<file path="src/rtl/cpu_out_uart_tx.sv">
// CPU store-port UART transmitter: a small word FIFO feeding an 8N1 serializer
// that sends each 32-bit word least-significant byte first.
module cpu_out_uart_tx #(
    parameter int CLKS_PER_BIT = 16,
    parameter int FIFO_DEPTH   = 4
) (
    input  logic        CLK,
    input  logic        Reset,
    input  logic [31:0] CPUOut,
    input  logic        IOWrite,
    input  logic        IORead,
    output logic [31:0] StatusOut,
    output logic        TxD,
    output logic        Busy
);

    localparam int          PW       = (FIFO_DEPTH > 1) ? $clog2(FIFO_DEPTH) : 1;
    localparam logic [15:0] CLK_LAST = 16'(CLKS_PER_BIT - 1);
    localparam logic [3:0]  DEPTH_C  = 4'(FIFO_DEPTH);

    typedef enum logic [1:0] {
        S_IDLE,
        S_START,
        S_DATA,
        S_STOP
    } state_t;

    logic [31:0]   mem_q [FIFO_DEPTH];
    logic [PW-1:0] wr_ptr_q, wr_ptr_d;
    logic [PW-1:0] rd_ptr_q, rd_ptr_d;
    logic [3:0]    count_q, count_d;
    logic          overflow_q, overflow_d;

    state_t        state_q, state_d;
    logic [15:0]   clk_cnt_q, clk_cnt_d;
    logic [2:0]    bit_idx_q, bit_idx_d;
    logic [1:0]    byte_idx_q, byte_idx_d;
    logic [31:0]   shift_q, shift_d;

    logic          pop;
    logic          push;
    logic          drop;
    logic          full;
    logic          not_empty;
    logic          bit_done;

    assign full      = (count_q == DEPTH_C);
    assign not_empty = (count_q != 4'd0);
    assign bit_done  = (clk_cnt_q == CLK_LAST);

    // A write into a full FIFO still lands if the serializer frees a slot on the same edge.
    assign push = IOWrite && (!full || pop);
    assign drop = IOWrite && full && !pop;

    always_comb begin
        wr_ptr_d   = push ? wr_ptr_q + PW'(1) : wr_ptr_q;
        rd_ptr_d   = pop  ? rd_ptr_q + PW'(1) : rd_ptr_q;
        count_d    = count_q + {3'b000, push} - {3'b000, pop};
        overflow_d = overflow_q;
        if (drop) begin
            overflow_d = 1'b1;
        end else if (IORead) begin
            overflow_d = 1'b0;
        end
    end

    always_comb begin
        state_d    = state_q;
        clk_cnt_d  = bit_done ? 16'd0 : clk_cnt_q + 16'd1;
        bit_idx_d  = bit_idx_q;
        byte_idx_d = byte_idx_q;
        shift_d    = shift_q;
        pop        = 1'b0;
        TxD        = 1'b1;
        case (state_q)
            S_IDLE: begin
                clk_cnt_d = 16'd0;
                if (not_empty) begin
                    pop        = 1'b1;
                    shift_d    = mem_q[rd_ptr_q];
                    byte_idx_d = 2'd0;
                    state_d    = S_START;
                end
            end
            S_START: begin
                TxD = 1'b0;
                if (bit_done) begin
                    bit_idx_d = 3'd0;
                    state_d   = S_DATA;
                end
            end
            S_DATA: begin
                TxD = shift_q[bit_idx_q];
                if (bit_done) begin
                    if (bit_idx_q == 3'd7) begin
                        state_d = S_STOP;
                    end else begin
                        bit_idx_d = bit_idx_q + 3'd1;
                    end
                end
            end
            S_STOP: begin
                if (bit_done) begin
                    if (byte_idx_q != 2'd3) begin
                        shift_d    = {8'h00, shift_q[31:8]};
                        byte_idx_d = byte_idx_q + 2'd1;
                        state_d    = S_START;
                    end else if (not_empty) begin
                        // Chain straight into the next word so the line never idles.
                        pop        = 1'b1;
                        shift_d    = mem_q[rd_ptr_q];
                        byte_idx_d = 2'd0;
                        state_d    = S_START;
                    end else begin
                        state_d = S_IDLE;
                    end
                end
            end
            default: begin
                state_d = S_IDLE;
            end
        endcase
    end

    always_ff @(posedge CLK) begin
        if (push) begin
            mem_q[wr_ptr_q] <= CPUOut;
        end
    end

    always_ff @(posedge CLK or negedge Reset) begin
        if (!Reset) begin
            wr_ptr_q   <= '0;
            rd_ptr_q   <= '0;
            count_q    <= 4'd0;
            overflow_q <= 1'b0;
            state_q    <= S_IDLE;
            clk_cnt_q  <= 16'd0;
            bit_idx_q  <= 3'd0;
            byte_idx_q <= 2'd0;
            shift_q    <= 32'd0;
        end else begin
            wr_ptr_q   <= wr_ptr_d;
            rd_ptr_q   <= rd_ptr_d;
            count_q    <= count_d;
            overflow_q <= overflow_d;
            state_q    <= state_d;
            clk_cnt_q  <= clk_cnt_d;
            bit_idx_q  <= bit_idx_d;
            byte_idx_q <= byte_idx_d;
            shift_q    <= shift_d;
        end
    end

    assign Busy      = not_empty || (state_q != S_IDLE);
    assign StatusOut = {24'd0, count_q, 1'b0, overflow_q, Busy, full};

endmodule

</file>
<file path="config.mk">
export PLATFORM = sky130hd
export DESIGN_NAME = cpu_out_uart_tx
export DESIGN_NICKNAME = d
export VERILOG_FILES = /design/src/rtl/cpu_out_uart_tx.sv
export SDC_FILE = /design/constraint.sdc
export NUM_CORES = 1
export LEC_CHECK = 0
export ABC_AREA = 1
export BUFFER_PORTS_ARGS = -buffer_cell sky130_fd_sc_hd__buf_2
export CAP_MARGIN = 15
export CORE_MARGIN = 8
export CORE_UTILIZATION = 44
export CTS_BUF_LIST = sky130_fd_sc_hd__clkbuf_4
export DETAILED_ROUTE_END_ITERATION = 10
export RECOVER_POWER = 25
export SYNTH_ARGS = -nofsm -noshare
export SYNTH_HDL_FRONTEND = slang
export SYNTH_SLANG_ARGS = --single-unit
export TNS_END_PERCENT = 30
</file>
<file path="constraint.sdc">
create_clock -name CLK -period 4.6 [get_ports CLK]
set_input_delay 0.92 -clock CLK [delete_from_list [all_inputs] [get_ports CLK]]
set_output_delay 0.92 -clock CLK [all_outputs]
set_load 0.005 [all_outputs]
</file>
==> load_flow_metrics.sql <==
INSERT INTO impl_metrics (metric_group, metric, value, unit) VALUES
('run_status', 'run_status', 'complete, no violations', ''),
('routing', 'finalWirelength', '17600', 'um'),
('die', 'initial_utilization', '0.444', ''),
('global_routing', 'number_of_global_route_vias_before_repair', '5517', ''),
('placement', 'numPortBuffers', '44', ''),
('clocking', 'cts_root_buffer', 'sky130_fd_sc_hd__clkbuf_4', ''),
('timing', 'layout_setup_ws', '1680', 'ps'),
('die', 'die_area', '24200', 'um^2'),
('clocking', 'cts_max_path_buffers', '2', ''),
('timing', 'final_period_minus_worst_setup_slack', '2920', 'ps'),
('timing', 'fin_skew', '25.0', 'ps'),
('global_routing', 'groute.usage.overall', '0.151', ''),
('placement', 'placement.setup.worst_slack', '1630', 'ps'),
('critical_path', 'r2r_setup_slack', '1680', 'ps'),
('pwr', 'p_per_area', '400', 'nW/um^2'),
('die', 'top_level_ports', '70', ''),
('timing', 'setup_total_negative_slack', '0', 'ps'),
('synth', 'synth_enable_flop_cells', '128', ''),
('timing', 'hold_violations', '0', ''),
('global_routing', 'grt_first_pass_wirelength', '28600', 'um'),
('critical_path', 'worstSetupPathType', 'register to register', ''),
('pwr', 'vdd_ir_drop_max', '0.000321', 'V'),
('final_layout', 'area_delta_synth_final', '7.63', '%'),
('placement', 'dp.final_hpwl', '11200', 'um'),
('clocking', 'insertion_delay', '570', 'ps'),
('die', 'dieWidth', '156', 'um'),
('flow_run', 'cap_violations', '0', ''),
('synth', 'postSynthCellCount', '811', ''),
('synth', 'yosys_synthesis_warning_count', '0', ''),
('critical_path', 'crit_path_end_kind', 'register', ''),
('timing', 'max_freq', '342', 'MHz'),
('die', 'chipHeight', '156', 'um'),
('synth', 'synth.area.mux_share', '0', ''),
('timing', 'setup_violations', '0', ''),
('clocking', 'ctsHtreeMaxLevel', '4', ''),
('routing', 'route.detailed.wl_per_inst', '15.6', 'um'),
('worst_hold_path', 'worst_hold_path_type', 'input port to asynchronous set/reset pin', ''),
('timing', 'max_slew_violations', '0', ''),
('clocking', 'worst_path_clk_slew', '160', 'ps'),
('routing', 'detail_route.drc_violations', '0', ''),
('clocking', 'tritoncts', 'yes', ''),
('routing', 'vias', '5589', ''),
('final_layout', 'design.final.nets', '904', ''),
('pwr', 'power.static_leakage', '0.00373', 'uW'),
('global_routing', 'grt_start_max_net_pins', '66', ''),
('synth', 'synth-adder-area-share', '0.0286', ''),
('critical_path', 'required', '4850', 'ps'),
('routing', 'drtAntennaViolNets', '0', ''),
('synth', 'synth_simple_gate_area_frac', '0.207', ''),
('placement', 'dp.cells', '1094', ''),
('critical_path', 'r2r_end', 'mem_q[2][0]$_DFFE_PP_', ''),
('critical_path', 'worst_setup_path_startpoint', 'state_q[0]$_DFFE_PN0P_', ''),
('clocking', 'cts_repair_resize_count', '0', ''),
('clocking', 'cts_buffers', '17', ''),
('critical_path', 'timing.critical_path.from_type', 'register', ''),
('timing', 'fin_crit_sh', '0.635', ''),
('timing', 'grt_setup_unrepaired', 'no', ''),
('synth', 'synth-seq-cells', '192', ''),
('synth', 'synth_seq_area_share', '0.634', ''),
('synth', 'complex_gate_fraction_of_the_synthesized_area', '0.0570', ''),
('global_routing', 'antenna_violations_before_repair', '1', ''),
('synth', 'netlist_area', '8580', 'um^2'),
('global_routing', 'overflow', '0', ''),
('timing', 'slew_headroom', '0.537', ''),
('die', 'cell_row_count', '51', ''),
('routing', 'post_drt_via_cell_ratio', '4.95', ''),
('clocking', 'numClockSinks', '192', ''),
('synth', 'syn_area_per_cell', '10.6', 'um^2'),
('final_layout', 'stdcell_area', '9240', 'um^2'),
('critical_path', 'cp.arrival', '3170', 'ps'),
('synth', 'parity_gate_share_of_the_synthesized_area_counting_xor_and_xnor_cells', '0.00816', '');
flip-flops by register name (all words and copies together), names as in the netlist:
name and count:
clk_cnt_q 16, bit_idx_q 3, state_q 2, count_q 4, wr_ptr_q 2, byte_idx_q 2, shift_q 32, rd_ptr_q 2
mem_q 128, overflow_q 1
worst max-delay path, cell delays in order, from the launching register on:
cell	delay (ps)
sky130_fd_sc_hd__dfrtp_1	470
sky130_fd_sc_hd__inv_1	140
sky130_fd_sc_hd__ha_1	310
sky130_fd_sc_hd__a21oi_1	80
sky130_fd_sc_hd__nor3_2	240
sky130_fd_sc_hd__nand2_1	130
sky130_fd_sc_hd__nand2_1	140
sky130_fd_sc_hd__nand2_2	130
sky130_fd_sc_hd__nor2_2	510
sky130_fd_sc_hd__buf_4	450
logic make-up (layout without fill, tap and decap cells):
family                   Yosys count  in the layout
AND/OR/NAND/NOR                  403            403
other                              1             26
flip-flops                       192            192
buffers and inverters            104            131
XOR/XNOR                           8              8
AO/OA/AOI/OAI                     84             84
adder cells (fa/ha/maj)           19             19
Yosys cell counts, types with 2 or more instances:
cell type / count / area, um^2
sky130_fd_sc_hd__a21oi_1: 47 / 235
sky130_fd_sc_hd__a32o_1: 8 / 80.1
sky130_fd_sc_hd__buf_1: 5 / 18.8
sky130_fd_sc_hd__buf_2: 13 / 65.1
sky130_fd_sc_hd__buf_4: 28 / 210
sky130_fd_sc_hd__buf_6: 3 / 33.8
sky130_fd_sc_hd__clkbuf_1: 8 / 30.0
sky130_fd_sc_hd__dfrtp_1: 64 / 1600
sky130_fd_sc_hd__edfxtp_1: 128 / 3840
sky130_fd_sc_hd__ha_1: 18 / 225
sky130_fd_sc_hd__inv_1: 43 / 161
sky130_fd_sc_hd__nand2_1: 198 / 743
sky130_fd_sc_hd__nand2_4: 4 / 45.0
sky130_fd_sc_hd__nand3_1: 59 / 295
sky130_fd_sc_hd__nand3_4: 3 / 52.6
sky130_fd_sc_hd__nand4_1: 16 / 100
sky130_fd_sc_hd__nor2_1: 107 / 402
sky130_fd_sc_hd__nor2_2: 3 / 18.8
sky130_fd_sc_hd__nor2_4: 2 / 22.5
sky130_fd_sc_hd__nor3_1: 3 / 15.0
sky130_fd_sc_hd__nor3_2: 2 / 20.0
sky130_fd_sc_hd__o21ai_0: 19 / 95.1
sky130_fd_sc_hd__o21ai_1: 4 / 20.0
sky130_fd_sc_hd__or2_2: 2 / 12.5
sky130_fd_sc_hd__xnor2_1: 2 / 17.5
sky130_fd_sc_hd__xor2_1: 6 / 52.6
per-stage QoR:
step | total power [uW] | util | hold slack, ps
global placement | 2750 | 0.461 | 449
finish | 3690 | 0.478 | 295
global route | 3900 | 0.478 | 273
CTS | 3740 | 0.478 | 269
floorplan | 2580 | - | 431
detailed placement | 2770 | 0.461 | 454
metal layers:
metal / track usage / vias to the layer above / share of wire
li1: - / 2759 / -
met1: 0.183 / 2698 / 0.44
met2: 0.264 / 115 / 0.51
met3: 0.0321 / 17 / 0.035
met4: 0.0476 / 0 / 0.014
met5: 0 / - / 0
where the power goes:
part / internal [uW] / total (uW) / switching [uW] / leakage (uW)
sequential: 2120 / 2180 / 62.6 / 0.00197
clock: 359 / 982 / 623 / 0.000168
combinational: 163 / 528 / 366 / 0.00159
total: 2640 / 3690 / 1050 / 0.00373
worst max path at each step:
stage                             endpoint  cells after the start  slack, ps
finish               mem_q[2][0]$_DFFE_PP_                      9       1680
global route        mem_q[2][27]$_DFFE_PP_                      9       1420
CTS                 mem_q[2][17]$_DFFE_PP_                      9       1600
detailed placement  mem_q[2][13]$_DFFE_PP_                      9       1630
global placement     mem_q[2][9]$_DFFE_PP_                     10       1720
floorplan            mem_q[0][0]$_DFFE_PP_                      9       1410
layout by cell type, fill, tap and decap left out, drive strengths merged:
master,instances
nand4,16
inv,51
clkinv,5
a21oi,48
fa,1
nor2,113
buf,24
nand3,62
dfrtp,64
a32o,8
clkbuf,47
xnor2,2
nor3,5
diode,1
edfxtp,128
or2,2
o211ai,2
nand2,204
xor2,6
o31ai,1
clkinvlp,2
conb,25
bufinv,2
ha,18
o22ai,1
o21ai,23
o21a,1
nand3b,1
layout make-up:
cell class,instances,area [um^2]
fillers,1842,10100
repair buffers,53,264
diodes,1,2.50
clock buffers,18,135
clock inverters,14,193
multi-input cells,539,2690
flip-flops and latches,192,5450
inverters,46,175
well taps,265,332
No activity file was read; power rests on OpenSTA's default activity.
